==> config.mk <==
export PLATFORM = sky130hd
export DESIGN_NAME = jt1943_objdma_buf
export DESIGN_NICKNAME = d
export VERILOG_FILES = /design/src/rtl/jt1943_objdma_buf.sv
export SDC_FILE = /design/constraint.sdc
export NUM_CORES = 2
export LEC_CHECK = 0
export CORE_MARGIN = 1
export CORE_UTILIZATION = 37
export DETAILED_ROUTE_END_ITERATION = 8
export RECOVER_POWER = 100
export SLEW_MARGIN = 15
export SYNTH_ARGS = -nofsm -noshare
export SYNTH_HDL_FRONTEND = slang
export SYNTH_SLANG_ARGS = --single-unit
==> constraint.sdc <==
create_clock -name clk -period 7 [get_ports clk]
set_input_delay 1.05 -clock clk [delete_from_list [all_inputs] [get_ports clk]]
set_output_delay 1.05 -clock clk [all_outputs]
set_load 0.1 [all_outputs]
==> src/rtl/jt1943_objdma_buf.sv <==
// Object DMA front end: copies object RAM into a private dual-port buffer during vblank
// on CPU request, and keeps the pause-screen avatar counter.
module jt1943_objdma_buf #(
    parameter logic [8:0] OBJMAX        = 9'h1FF,
    parameter logic [5:0] AVATAR_FRAMES = 6'd63
) (
    input  logic       clk,
    input  logic       rst_n,
    input  logic       cen6,
    input  logic       LVBL,
    input  logic       pause,
    output logic [2:0] avatar_idx,
    output logic [8:0] AB,
    input  logic [7:0] DB,
    input  logic       OKOUT,
    output logic       bus_req,
    input  logic       bus_ack,
    output logic       blen,
    input  logic [8:0] pre_scan,
    output logic [7:0] ram_dout
);

    localparam int unsigned AW    = 9;
    localparam int unsigned DW    = 8;
    localparam int unsigned FW    = 6;
    localparam int unsigned DEPTH = 512;

    typedef enum logic [2:0] {
        IDLE,
        WAIT_VB,
        REQ,
        COPY,
        FLUSH
    } state_t;

    state_t        state, state_nx;
    logic          req_latch, req_latch_nx, req_clr;
    logic          lvbl_prev, vb_start;
    logic          bus_req_nx, blen_nx;
    logic [AW-1:0] ab_nx, addr_d, addr_d_nx;
    logic [DW-1:0] db_d, db_d_nx;
    logic          wr_pend, wr_pend_nx;
    logic [FW-1:0] frame_cnt;
    logic [DW-1:0] mem [0:DEPTH-1];

    assign vb_start = lvbl_prev & ~LVBL;

    // State register and all cen6-qualified DMA state
    always_ff @(posedge clk or negedge rst_n) begin
        if (!rst_n) begin
            state     <= IDLE;
            req_latch <= 1'b0;
            lvbl_prev <= 1'b0;
            bus_req   <= 1'b0;
            blen      <= 1'b0;
            AB        <= '0;
            addr_d    <= '0;
            db_d      <= '0;
            wr_pend   <= 1'b0;
        end else if (cen6) begin
            state     <= state_nx;
            req_latch <= req_latch_nx;
            lvbl_prev <= LVBL;
            bus_req   <= bus_req_nx;
            blen      <= blen_nx;
            AB        <= ab_nx;
            addr_d    <= addr_d_nx;
            db_d      <= db_d_nx;
            wr_pend   <= wr_pend_nx;
        end
    end

    // Next-state and next-output logic
    always_comb begin
        state_nx   = state;
        bus_req_nx = bus_req;
        blen_nx    = blen;
        ab_nx      = AB;
        addr_d_nx  = addr_d;
        db_d_nx    = db_d;
        wr_pend_nx = 1'b0;
        req_clr    = 1'b0;
        case (state)
            IDLE: begin
                if (req_latch) state_nx = WAIT_VB;
            end
            WAIT_VB: begin
                if (vb_start && !pause) begin
                    state_nx   = REQ;
                    bus_req_nx = 1'b1;
                    req_clr    = 1'b1;
                end
            end
            REQ: begin
                if (bus_ack) begin
                    state_nx = COPY;
                    ab_nx    = '0;
                    blen_nx  = 1'b1;
                end
            end
            COPY: begin
                if (bus_ack) begin
                    // Capture the byte for the current address; it lands in the buffer next cen6
                    wr_pend_nx = 1'b1;
                    addr_d_nx  = AB;
                    db_d_nx    = DB;
                    blen_nx    = 1'b1;
                    if (AB == OBJMAX) state_nx = FLUSH;
                    else              ab_nx    = AB + AW'(1);
                end else begin
                    blen_nx = 1'b0;
                end
            end
            FLUSH: begin
                state_nx   = IDLE;
                bus_req_nx = 1'b0;
                blen_nx    = 1'b0;
            end
            default: state_nx = IDLE;
        endcase
        // A new OKOUT always wins so a request during a copy is kept for the next frame
        req_latch_nx = OKOUT | (req_latch & ~req_clr);
    end

    // Buffer write port (no reset: contents survive reset)
    always_ff @(posedge clk) begin
        if (cen6 && wr_pend) mem[addr_d] <= db_d;
    end

    // Buffer read port, free running at clk rate
    always_ff @(posedge clk or negedge rst_n) begin
        if (!rst_n) ram_dout <= '0;
        else        ram_dout <= mem[pre_scan];
    end

    // Pause-screen avatar sequencing, one step every AVATAR_FRAMES+1 vblanks
    always_ff @(posedge clk or negedge rst_n) begin
        if (!rst_n) begin
            frame_cnt  <= '0;
            avatar_idx <= '0;
        end else if (cen6) begin
            if (!pause) begin
                frame_cnt  <= '0;
                avatar_idx <= '0;
            end else if (vb_start) begin
                if (frame_cnt == AVATAR_FRAMES) begin
                    frame_cnt  <= '0;
                    avatar_idx <= avatar_idx + 3'(1);
                end else begin
                    frame_cnt <= frame_cnt + FW'(1);
                end
            end
        end
    end

endmodule

==> impl_metrics.csv <==
group,metric,value,unit
sta,layout_min_cycle_time,6060,ps
yosys,synth_compound_area_share,3.68,%
finish,final_cell_area,0.183,sq mm
finish,finalNetCount,8401,
die,die_area,0.443,sq mm
yosys,netlist_top_cells_count,"edfxtp_1 (4,096), mux4_2 (711), mux2i_1 (668), nor2_1 (614), o221ai_1 (234)",
setup_path,cp-endpoint,"mem[472][6]",
clocking,cts_resized,0,
setup_path,worst_ep_required_time,7570,ps
finish,drive_gt1_share,17.8,%
setup_path,cp_slowest_cell,"nor2b_1",
clocking,insertion_delay,1000,ps
global_routing,overflow,0,
clocking,cts_setup_buffers,0,
power,ir_worst_vdd,0.000414,V
die,die_y,666,um
clocking,cts_tree,"built",
clocking,cts_buffers,411,
yosys,synth-edff-count,4096,
yosys,syn-num-nets,8299,
yosys,yosys.area.top_type,"edfxtp_1",
yosys,synth.cell_area,0.163,sq mm
clocking,htreeDepth,5,
finish,multi_input_area,0.0356,sq mm
clocking,cts-root-buf,"clkbuf_16",
setup_path,critPathLaunch,"addr_d[4]",
yosys,synth-main-ff-cell,"edfxtp_1",
place,placedCellCount,13840,
global_routing,antenna_found_initial,22,
drt,wirelength,441000,um
setup_path,cp_cell_sequence,"nor2b_1, nand2_1, nor2_1",
global_routing,grt_pass1_wl,624000,um
yosys,ys_seq_area_share,76.2,%
setup_path,timing.rr.start,"addr_d[4]",
yosys,synth-seq-cells,4147,
finish,area_growth,12.4,%
sta,finalSetupTns,0,ps
setup_path,startpoint_type,"flip-flop",
min_path,hold_class,"flip-flop to flip-flop",
setup_path,crit_family,"simple AND/OR/NAND/NOR gates",
power,leakage,0.0572,uW
place,gp_congestion,0.908,
sta,finClkSkew,60.3,ps
global_routing,grtUsageTotal,19.4,%
setup_path,cpPeakStageDelay,2430,ps
drt,first_pass_iters,9,
status,failed_checks,"capacitance limit, slew limit",
status,status,"finished, violations left",
place,dpl.hpwl,267000,um
setup_path,reg2reg_slack,940,ps
die,rows,243,
clocking,cts_buffer_depth,4,
sta,finalHoldViolCount,0,
finish,final_cells,14638,
sta,rsz0062_at_grt,"false",
die,initial_core_util,37.2,%
finish,regArea,0.124,sq mm
drt,wl_per_cell,30.1,um
die,io_pins,46,
drt,vias_per_cell,5.74,
yosys,avgSynthCellArea,19.7,sq um
drt,vias,84089,
flow_run,timing.max_cap.violations,39,
yosys,synth_mux_area_share,14.4,%
place,placed_cell_area,0.170,sq mm
setup_path,worstSetupPathType,"flip-flop to flip-flop",
drt,ant_nets,0,
yosys,synthCells,8271,
power,powerDensity,333,mW/mm^2
die,fp.dieW,666,um
global_routing,grt_pass1_vias,83344,
sta,finalSetupViolations,0,
setup_path,crit_path_end_kind,"flip-flop",
sta,fmax,0.165,GHz
clocking,clkTransAtPathRegs,60,ps
place,port_buffers,45,
yosys,yosys_warnings,0,
yosys,synth-async-reset-ratio,1.23,%
finish,nFillCells,38148,
yosys,yosys.cell_types.count,76,
yosys,synth_area_leaders,"edfxtp_1 (75%), mux4_2 (9.8%), mux2i_1 (4.1%), nor2_1 (1.4%), o221ai_1 (1.3%)",
setup_path,r2r_end,"mem[472][6]",
sta,fin_crit_sh,86.5,%
setup_path,critPathMaxFanout,16,
sta,max-slew-margin-rel,-196,%
clocking,cts_hold_buf,0,
setup_path,r2r_cells,3,
yosys,synthAdderAreaFrac,0.0307,%
clocking,clock-sinks,4147,
drt,drc,0,
sta,worst_pin_slew,4450,ps
setup_path,cp.depth,3,
setup_path,arrival,6620,ps
yosys,synth-simple-area-share,3.63,%
sta,drv_slew,2861,
yosys,synth_top_family_by_area,"multiplexers",
setup_path,crit_buf_inv,0,
yosys,synth-xor-area-share,0.0376,%
drt,drt_iter0_markers,10554,
yosys,synthDominantCellAreaShare,75.4,%
global_routing,grt_start_max_net_pins,199,
die,coreArea,0.438,sq mm
yosys,yosysMostFrequentCell,"edfxtp_1",
[cells in the final DEF, fill, tap and decap left out, types with 13 or more instances in the layout]
master	Yosys	layout
nand2b_1	18	17
nand2_1	210	198
or3_1	13	13
a22oi_1	15	15
clkdlybuf4s50_1	0	15
nor4_1	56	55
a21oi_1	140	140
buf_12	15	34
o21ai_0	101	101
buf_4	36	97
a2111oi_0	35	29
mux2_2	43	43
nor2_1	614	614
clkbuf_16	0	417
o221ai_1	234	234
clkinv_1	0	95
mux2i_1	668	668
bufinv_16	0	58
edfxtp_1	4096	4096
nor3_1	175	174
clkinv_2	0	60
dfrtp_1	51	51
clkinvlp_4	0	21
dlygate4sd3_1	0	24
o22ai_1	184	184
mux4_2	711	711
and3_1	24	24
clkbuf_1	230	84
nand3_1	61	57
a211oi_1	61	61
and2_1	23	23
diode_2	0	44
nand4_1	32	32
[how the worst min path moves through the flow]
| stage | start | endpoint | slack (ps) | depth (start not counted) |
|---|---|---|---|---|
| 2_1_floorplan | req_latch | req_latch | 460 | 2 |
| 3_3_place_gp | req_latch | req_latch | 480 | 2 |
| 5_1_grt | wr_pend | wr_pend | 530 | 1 |
| 3_5_place_dp | wr_pend | wr_pend | 490 | 1 |
| 6_report | wr_pend | wr_pend | 500 | 1 |
| 4_1_cts | rst_n | bus_req | 260 | 2 |
[sequential cells by signal, summed over array words and instances (netlist names), 3 cells and up]
register and cells:
frame_cnt 6, state 3, addr_d 9, ram_dout 8, AB 9, mem 4096, db_d 8, avatar_idx 3
[through the flow]
stage,hold slack [ps],total power [uW],utilization (%),setup WS (ps)
3_5_place_dp,491,38600,38.7,675
4_1_cts,261,60900,41.8,1730
2_1_floorplan,463,35800,-,2720
5_1_grt,526,62500,41.8,968
6_report,504,60900,41.8,944
3_3_place_gp,477,38200,38.7,290
[where the power goes]
group          internal (uW)  switching (uW)  leakage [uW]  total, uW
Sequential             31500             580        0.0376      32100
Clock                  13100            9540       0.00667      22600
Combinational            950            5240        0.0129       6190
[cell type report]
class	count	share of cell area [%]
Sequential cell	4147	67.8
Multi-Input combinational cell	3594	19.4
Clock buffer	483	5.83
Tap cell	5880	4.01
Clock inverter	271	1.71
Timing Repair Buffer	207	1.10
Antenna cell	44	0.0601
Inverter	12	0.0314
[cell families after synthesis]
group                      Yosys count
adders and majority gates            4
and+or+nand+nor                   1299
muxes                             1431
DFF                               4147
AOI/OAI and AO/OA                  853
buffers and inverters              530
xor gates and xnor gates             7
[worst register-to-register path, stage by stage (launching register included)]
cell and delay [ps]:
dfrtp_1 530, nor2b_1 2440, nand2_1 1630, nor2_1 1080
[per-layer routing]
metal,routed length (um),GRT usage [%],vias to the layer above
met3,38200,3.43,703
li1,-,-,34543
met5,176,0,-
met1,178000,27.0,44668
met4,14600,6.10,6
met2,210000,31.0,4169
(Power assumes the default switching activity.)
